**src/rtl/jtdd_char_rom_slot.sv**
```systemverilog
// rtl/jtdd_char_rom_slot.sv - one-word cache between the character layer and SDRAM
// A miss issues one SDRAM word read; hits are served combinationally from the cached word.
module jtdd_char_rom_slot #(
   parameter int          AW     = 16,
   parameter logic [21:0] OFFSET = 22'd0
) (
   input  logic          clk,
   input  logic          rst_n,
   input  logic [AW-1:0] rom_addr,
   output logic [7:0]    rom_data,
   output logic          rom_ok,
   input  logic          downloading,
   output logic          sdram_req,
   output logic [21:0]   sdram_addr,
   input  logic          sdram_ack,
   input  logic          data_rdy,
   input  logic [15:0]   sdram_data
);

   typedef enum logic [1:0] {
      IDLE      = 2'd0,
      WAIT_ACK  = 2'd1,
      WAIT_DATA = 2'd2
   } state_t;

   state_t        state, state_next;
   logic [15:0]   word;
   logic [AW-2:0] tag;
   logic [AW-2:0] req_addr;
   logic          valid;
   logic          hit;
   logic          load_req;
   logic          clr_req;
   logic          fill;

   assign hit        = valid & (tag == rom_addr[AW-1:1]);
   assign rom_ok     = hit & ~downloading;
   assign rom_data   = rom_addr[0] ? word[15:8] : word[7:0];
   assign sdram_addr = OFFSET + 22'(req_addr);

   always_ff @(posedge clk or negedge rst_n) begin
      if (!rst_n) begin
         state <= IDLE;
      end else begin
         state <= state_next;
      end
   end

   // Address changes in flight are not tracked; IDLE re-evaluates the miss after the fill.
   always_comb begin
      state_next = state;
      load_req   = 1'b0;
      clr_req    = 1'b0;
      fill       = 1'b0;
      case (state)
         IDLE: begin
            if (!hit && !downloading) begin
               load_req   = 1'b1;
               state_next = WAIT_ACK;
            end
         end
         WAIT_ACK: begin
            if (sdram_ack) begin
               clr_req = 1'b1;
               if (data_rdy) begin
                  fill       = 1'b1;
                  state_next = IDLE;
               end else begin
                  state_next = WAIT_DATA;
               end
            end
         end
         WAIT_DATA: begin
            if (data_rdy) begin
               fill       = 1'b1;
               state_next = IDLE;
            end
         end
         default: state_next = IDLE;
      endcase
   end

   always_ff @(posedge clk or negedge rst_n) begin
      if (!rst_n) begin
         sdram_req <= 1'b0;
         req_addr  <= '0;
         word      <= '0;
         tag       <= '0;
         valid     <= 1'b0;
      end else begin
         if (load_req) begin
            req_addr  <= rom_addr[AW-1:1];
            sdram_req <= 1'b1;
         end else if (clr_req) begin
            sdram_req <= 1'b0;
         end
         // A download invalidates the slot and discards any read that lands during it.
         if (downloading) begin
            valid <= 1'b0;
         end else if (fill) begin
            word  <= sdram_data;
            tag   <= req_addr;
            valid <= 1'b1;
         end
      end
   end

endmodule

```
**config.mk**
```make
export PLATFORM = sky130hd
export DESIGN_NAME = jtdd_char_rom_slot
export DESIGN_NICKNAME = d
export VERILOG_FILES = /design/src/rtl/jtdd_char_rom_slot.sv
export SDC_FILE = /design/constraint.sdc
export NUM_CORES = 1
export LEC_CHECK = 0
export CAP_MARGIN = 20
export CORE_UTILIZATION = 46
export CTS_CLUSTER_DIAMETER = 60
export DETAILED_ROUTE_END_ITERATION = 12
export GPL_TIMING_DRIVEN = 0
export HOLD_SLACK_MARGIN = 0.03
export PLACE_DENSITY = 0.78
export RECOVER_POWER = 50
export SLEW_MARGIN = 20
export SYNTH_ARGS = -nofsm -noshare
export SYNTH_HDL_FRONTEND = slang
export SYNTH_SLANG_ARGS = --single-unit
```
**constraint.sdc**
```tcl
create_clock -name clk -period 4.38 [get_ports clk]
set_clock_uncertainty 0.15 [all_clocks]
set_input_delay 0.657 -clock clk [delete_from_list [all_inputs] [get_ports clk]]
set_output_delay 0.657 -clock clk [all_outputs]
set_load 0.02 [all_outputs]
```
==> impl_results.md, run 1 <==
* Outcome: finished, violations left
* Failing checks: capacitance limit, slew limit
* Cell Count, Final, Fillers Out at 302
* Reg2reg setup slack at 1.99 ns
* CP endpoint kind: output port
* Vias in the first global route at roughly 1,500
* End of the worst hold path: sdram_req
* Hold_buf cts at 0
* Post-route ant nets at 0
* Hold wc startpoint: sdram_req
* Root buffer cell: clkbuf_8
* Register Area at 1250 um^2
* Met2 WL post-DR at 2030 um
* Switch share at 0.332
* Crit path time final at ~3.5 ns
* Die area at approximately 5400 um^2
* IO Port Bufs at 60
* Sequential share of the synthesized area at 0.537
* Ports at 69
* Met3 wire len at 175 um
* Max layer used: met4
* Aggregate global routing overflow at 0
* Post-synthesis cell type count at 27
* Total number of vias at 1,457
* Asr flop ratio synth at 1.00
* Fill count at about 380
* Post-CTS Resized at 0
* Mapped cell area at 2330 um^2
* Clk sinks at 50
* Pins Over Slew Limit at 31
* Hold crit path type: register to register
* Total Power at ~2.0 mW
* Post-synth top flop: dfrtp_1
* Critical path arrival at 2.73 ns
* DRT iter0 DRCs at 43
* # rows at 25
* First-pass GRT wire length at 7020 um
* Core Area at 4790 um^2
* DR DRC count at 0
* Largest net degree at the start of global routing at 31
* DIE WIDTH at 73.2 um
* Initial DRT Pass Iterations at 4
* Leakage at approximately 1.3 nW
* Yosys Warn Count at 0
* Clock Power Share at 0.121
* Initial antenna violation count at 0
* Fin. Hold Viols at 0
* Crit Path Max Fanout at 4
* Reg2Reg Capture Point: tag[2]
* Worst setup margin at 0.839 ns
* CTS tree: yes
* EDFF count, synth at 0
* Area of the multi-input gates at 993 um^2
* RSZ-0062 raised after global routing: no
* Sequential fraction of design power at 0.409
* Wirelength per Cell at 13.8 um
* Clock tree buffer depth at 2
* Initial Util at 0.487
* Reg-to-reg critical path startpoint: state[1]
* Achievable Freq at 282 MHz
* Vias per cell at 4.82
* Worst vdd ir at 0.387 mV
* R2R depth at 6
* CP required at 3.57 ns
* H-tree Lvls at 2
* Setup crit start kind: input port
* Die Ht at 73.2 um
* Latest clock arrival within the worst-skew pair at a little under 0.3 ns
* Area delta synth->final at 33.5%
* Cell internal pwr at about 1.3 mW
* Net Sw Power at 667 uW
* Final number of setup-violating endpoints at 0
* WHS Path Cells at 1
* Slew @ Worst Pin at 1.57 ns
* TNS Setup at 0 ns
* Cells after DPL at around 300
* Synthesized area per cell at ~14 um^2
* WL final at 4180 um
* Max Cap Violations at 1
* Hpwl dp at 3220 um
* Worst-path clk slew at 0.08 ns
* Max-slew headroom at the worst pin at -0.0452
* Post-Route M1 WL at 1920 um
* Period utilization at 0.809
* Power Dens Cells at 645 nW/um^2
* Layout cells sized above 1 at 0.319
* Cts bufs inserted at 5
* Gate power share at 0.471
* Tot GR Track Use at 0.175
* Final nets at 275
* Dpl ws at 0.812 ns
* CP Class: input port to output port
* Post-CTS Setup Bufs at 0
* #FFs+latches synth at 50
* Ant diodes at 0
* Routability-driven placement congestion ratio at 0.696
* Post-synthesis cell count at 161
## power by group through the flow
stage	registers [mW]	clock network, mW	logic, mW
after floorplan	0.895	0	0.542
after global placement	0.826	0	0.958
after detailed placement	0.835	0	0.975
after CTS	0.827	0.252	0.980
after global routing	0.857	0.267	1.01
final	0.821	0.242	0.945
## registers in the layout, indices dropped and copies added (netlist names)
name and flops:
req_addr 15, sdram_req 1, state 2, tag 15, valid 1, word 16
## Yosys cell counts (2+ instances only)
| master | n | area share |
|---|---|---|
| buf_4 | 7 | 0.023 |
| mux2_2 | 46 | 0.22 |
| inv_1 | 6 | 0.0097 |
| buf_2 | 3 | 0.0064 |
| nand4_1 | 4 | 0.011 |
| mux2_4 | 8 | 0.052 |
| ha_1 | 3 | 0.016 |
| dfrtp_1 | 50 | 0.54 |
| nand2_1 | 2 | 0.0032 |
| xnor2_1 | 15 | 0.056 |
## worst max-delay path, stage by stage
cell and delay, ns:
clkdlybuf4s50_1 0.50, xnor2_1 0.14, nand4_1 0.17, nor4_4 0.46, and2_2 0.21, clkdlybuf4s50_1 0.59
## final cells by class
type	count	share of cell area
Sequential cell	50	0.402
Multi-Input combinational cell	99	0.319
Timing Repair Buffer	61	0.192
Buffer	12	0.0277
Tap cell	67	0.0269
Clock buffer	7	0.0245
Inverter	6	0.00724
## how the worst max path moves through the flow
stage	cells past startpoint	end	slack, ns	start
floorplan	4	rom_ok	1.99	rom_addr[13]
global placement	6	rom_ok	0.85	rom_addr[12]
detailed placement	6	rom_ok	0.81	rom_addr[12]
CTS	6	rom_ok	0.81	rom_addr[12]
global route	6	rom_ok	0.72	rom_addr[12]
finish	6	rom_ok	0.84	rom_addr[12]
## stage by stage
step | hold WS (ns) | area (um^2) | utilization
floorplan | 0.211 | 2350 | -
global placement | 0.316 | 3040 | 0.635
detailed placement | 0.331 | 3050 | 0.638
CTS | 0.175 | 3130 | 0.654
global route | 0.374 | 3110 | 0.650
finish | 0.339 | 3110 | 0.650
## placed cells by master, fill, tap and decap left out
cell type        instances
a311o_2                  1
nand2_1                  2
conb_1                   7
dfrtp_1                 50
a21oi_1                  1
buf_8                    1
o2bb2ai_1                1
buf_2                    3
inv_1                    6
xnor2_1                 15
a21o_2                   1
ha_1                     3
nor4_4                   1
o32ai_1                  1
nor2_1                   1
clkdlybuf4s50_1         47
a21o_1                   1
clkbuf_8                 5
nand4_1                  4
nor4_1                   1
a211oi_1                 1
nand2b_1                 1
mux2_4                   8
clkbuf_1                 5
nor3b_4                  1
o22ai_1                  1
mux2_2                  46
buf_4                    7
dlygate4sd3_1           12
and2_2                   1
## per-layer routing
layer / vias up / global-route usage
met1: 720 / 0.233
met2: 34 / 0.281
met5: - / 0
met4: 0 / 0.0719
met3: 6 / 0.0359
li1: 697 / -
## logic make-up (layout without fill, tap and decap cells)
logic type | Yosys count | count (layout) | share of synthesized area
simple gates | 12 | 12 | 0.0413
fa+ha+maj | 3 | 3 | 0.0161
xor+xnor | 15 | 15 | 0.0564
flops | 50 | 50 | 0.537
other cells | 1 | 7 | 0.00161
compound gates | 8 | 8 | 0.0274
mux | 54 | 54 | 0.274
buf+inv | 18 | 86 | 0.0467
No activity file was read; power rests on OpenSTA's default activity.
==> run 2: changes to the inputs <==
--- a/config.mk
+++ b/config.mk
@@ -6,12 +6,12 @@
 export NUM_CORES = 1
 export LEC_CHECK = 0
 export CAP_MARGIN = 20
-export CORE_UTILIZATION = 46
+export CORE_UTILIZATION = 42
 export CTS_CLUSTER_DIAMETER = 60
 export DETAILED_ROUTE_END_ITERATION = 12
 export GPL_TIMING_DRIVEN = 0
 export HOLD_SLACK_MARGIN = 0.03
-export PLACE_DENSITY = 0.78
+export PLACE_DENSITY = 0.75
 export RECOVER_POWER = 50
 export SLEW_MARGIN = 20
 export SYNTH_ARGS = -nofsm -noshare
==> constraint.sdc (replaced) <==
create_clock -name clk -period 2.9 [get_ports clk]
set_clock_uncertainty 0.15 [all_clocks]
set_input_delay 0.435 -clock clk [delete_from_list [all_inputs] [get_ports clk]]
set_output_delay 0.435 -clock clk [all_outputs]
set_load 0.02 [all_outputs]
==> run 2 against run 1 <==
  * Combinational power increased by 51%
  * Largest power group unchanged
  * Clock power increased by 95%
  * Flip-flop and latch count unchanged
  * Wire length increased by 3.1%
  * Sequential power increased by 51%
  * The flow now finishes without violations
  * Highest routed layer unchanged
==> impl_results.md, run 2 (synthesized netlist as in run 1, its figures left out) <==
* Worst setup margin at 0.236 ns
* IO Port Bufs at 60
* CP Class: input port to output port
* Final number of setup-violating endpoints at 0
* Latest clock arrival within the worst-skew pair at just over 0.3 ns
* Clock Power Share at 0.151
* Initial Util at 0.445
* Post-layout util at 0.604
* Routability-driven placement congestion ratio at 0.794
* Aggregate global routing overflow at 0
* Dpl ws at -0.210 ns
* Most common cell after layout, fill and taps aside: dfrtp_1
* Fin. Hold Viols at 0
* Die Ht at 76.5 um
* Core Area at 5240 um^2
* Cell internal pwr at 2.10 mW
* Area delta synth->final at 35.7%
* Slowest library cell on the worst path: clkdlybuf4s50_1
* Max reg flops at 16
* Final nets at 276
* Power Dens Cells at around 990 nW/um^2
* Hold wc startpoint: sdram_req
* Net Sw Power at around 1.0 mW
* Clk sinks at 50
* Post-route ant nets at 0
* Cells after DPL at 297
* CP startpoint: rom_addr[14]
* Worst vdd ir at roughly 0.47 mV
* Fill count at roughly 430
* Initial DRT Pass Iterations at 4
* Hpwl dp at 3050 um
* Tot GR Track Use at 0.157
* WL final at 4310 um
* Top reg by flops: word
* Cell chain of the critical path: clkdlybuf4s50_1, xnor2_1, nand4_1, nor4_4, and2_2, dlygate4sd2_1
* Sequential fraction of design power at 0.393
* RSZ-0062 raised after global routing: no
* Root buffer cell: clkbuf_8
* Cell Area, Placed at 3040 um^2
* Switch share at 0.331
* Max-slew headroom at the worst pin at 0.183
* Clock tree buffer depth at 2
* First-pass GRT wire length at about 7000 um
* Ant diodes at 0
* Ports at 69
* Final Cell Area at 3160 um^2
* H-tree Lvls at 2
* Hold slack at ~0.34 ns
* Layout cells sized above 1 at 0.338
* Initial antenna violation count at 0
* Slew @ Worst Pin at approximately 1.2 ns
* Largest regs: word (16), req_addr (15), tag (15)
* Hold crit path type: register to register
* Leakage at approximately 1.4 nW
* Critical path arrival at 2.08 ns
* DIE WIDTH at 76.5 um
* Period utilization at 0.919
* DRT iter0 DRCs at 60
* Vias in the first global route at 1,475
* Total number of vias at 1,468
* Worst-path clk slew at 0.09 ns
* Cts bufs inserted at 5
* Crit path time final at 2.66 ns
* DR DRC count at 0
* Reg-to-reg critical path startpoint: state[1]
* CP required at 2.32 ns
* Die area at between 5000 and 6000 um^2
* Pins Over Slew Limit at 0
* Largest net degree at the start of global routing at 51
* Gate power share at 0.456
* Cell Count, Final, Fillers Out at 307
* CP endpoint kind: output port
* Max stage delay on crit path at 0.44 ns
* Max Cap Violations at 0
* Most frequent cells in the layout: dfrtp_1, mux2_2, clkdlybuf4s50_1
* Crit Path Max Fanout at 2
* # rows at 26
* Outcome: finished, final reports clean
* Achievable Freq at 375 MHz
* CTS tree: yes
* Wirelength per Cell at 14.0 um
* Setup crit start kind: input port
* Vias per cell at about 4.8
-- run 2: changes by cell type in the layout (fill, tap and decap cells not counted) --
cell and change:
clkdlybuf4s50_1 -1, clkbuf_2 +1, dlygate4sd2_1 +1, dlygate4sd3_1 +1, buf_4 +1, clkbuf_1 -4, clkbuf_8 +3
-- run 2: critical path: cells and delay by family --
kind | cells | cell delay, ns
XOR/XNOR | 1 | 0.23
buffers and inverters | 2 | 0.76
AND/OR/NAND/NOR | 3 | 0.66
-- run 2: final cells by class --
| class | count | area [um^2] | area share |
|---|---|---|---|
| clock buffers | 8 | 110 | 0.0348 |
| multi-input cells | 99 | 993 | 0.314 |
| flip-flops and latches | 50 | 1250 | 0.396 |
| well taps | 70 | 87.6 | 0.0277 |
| repair buffers | 62 | 612 | 0.193 |
| inverters | 6 | 22.5 | 0.00712 |
| plain buffers | 12 | 86.3 | 0.0273 |
-- run 2: stage by stage --
| stage | total power, mW | TNS (ns) |
|---|---|---|
| global route | 3.32 | 0 |
| floorplan | 2.17 | 0 |
| detailed placement | 2.73 | -0.210 |
| finish | 3.14 | 0 |
| CTS | 3.22 | 0 |
| global placement | 2.69 | -11.82 |
-- run 2: what timing repair did --
action                                  4_1_cts  5_1_grt
hold endpoints to repair                     50        0
hold buffers                                  1        0
endpoints found under the setup margin        1        0
gates resized for setup                       1        0
buffers inserted                              1        0
-- run 2: final timing paths --
check                                     to  slack [ns]  cells past startpoint
worst max-delay path                  rom_ok        0.24                      6
worst min-delay path               sdram_req        0.34                      1
worst max register to register      word[12]        0.45                      6
worst min register to register     sdram_req        0.34                      1
max in group asynchronous       req_addr[14]        1.08                      2
min in group asynchronous       req_addr[12]        0.79                      2
-- run 2: power by group through the flow --
stage	sequential [mW]	clock (mW)	combinational [mW]
final	1.24	0.473	1.43
after global routing	1.28	0.512	1.53
after CTS	1.25	0.488	1.48
after detailed placement	1.26	0	1.47
after global placement	1.24	0	1.44
after floorplan	1.35	0	0.819
-- run 2: metal layers --
layer	GRT usage	wire, um	share of wire
met5	0	0	0
met4	0.0519	56	0.013
met3	0.0539	286	0.066
met2	0.241	1990	0.46
met1	0.207	1970	0.46
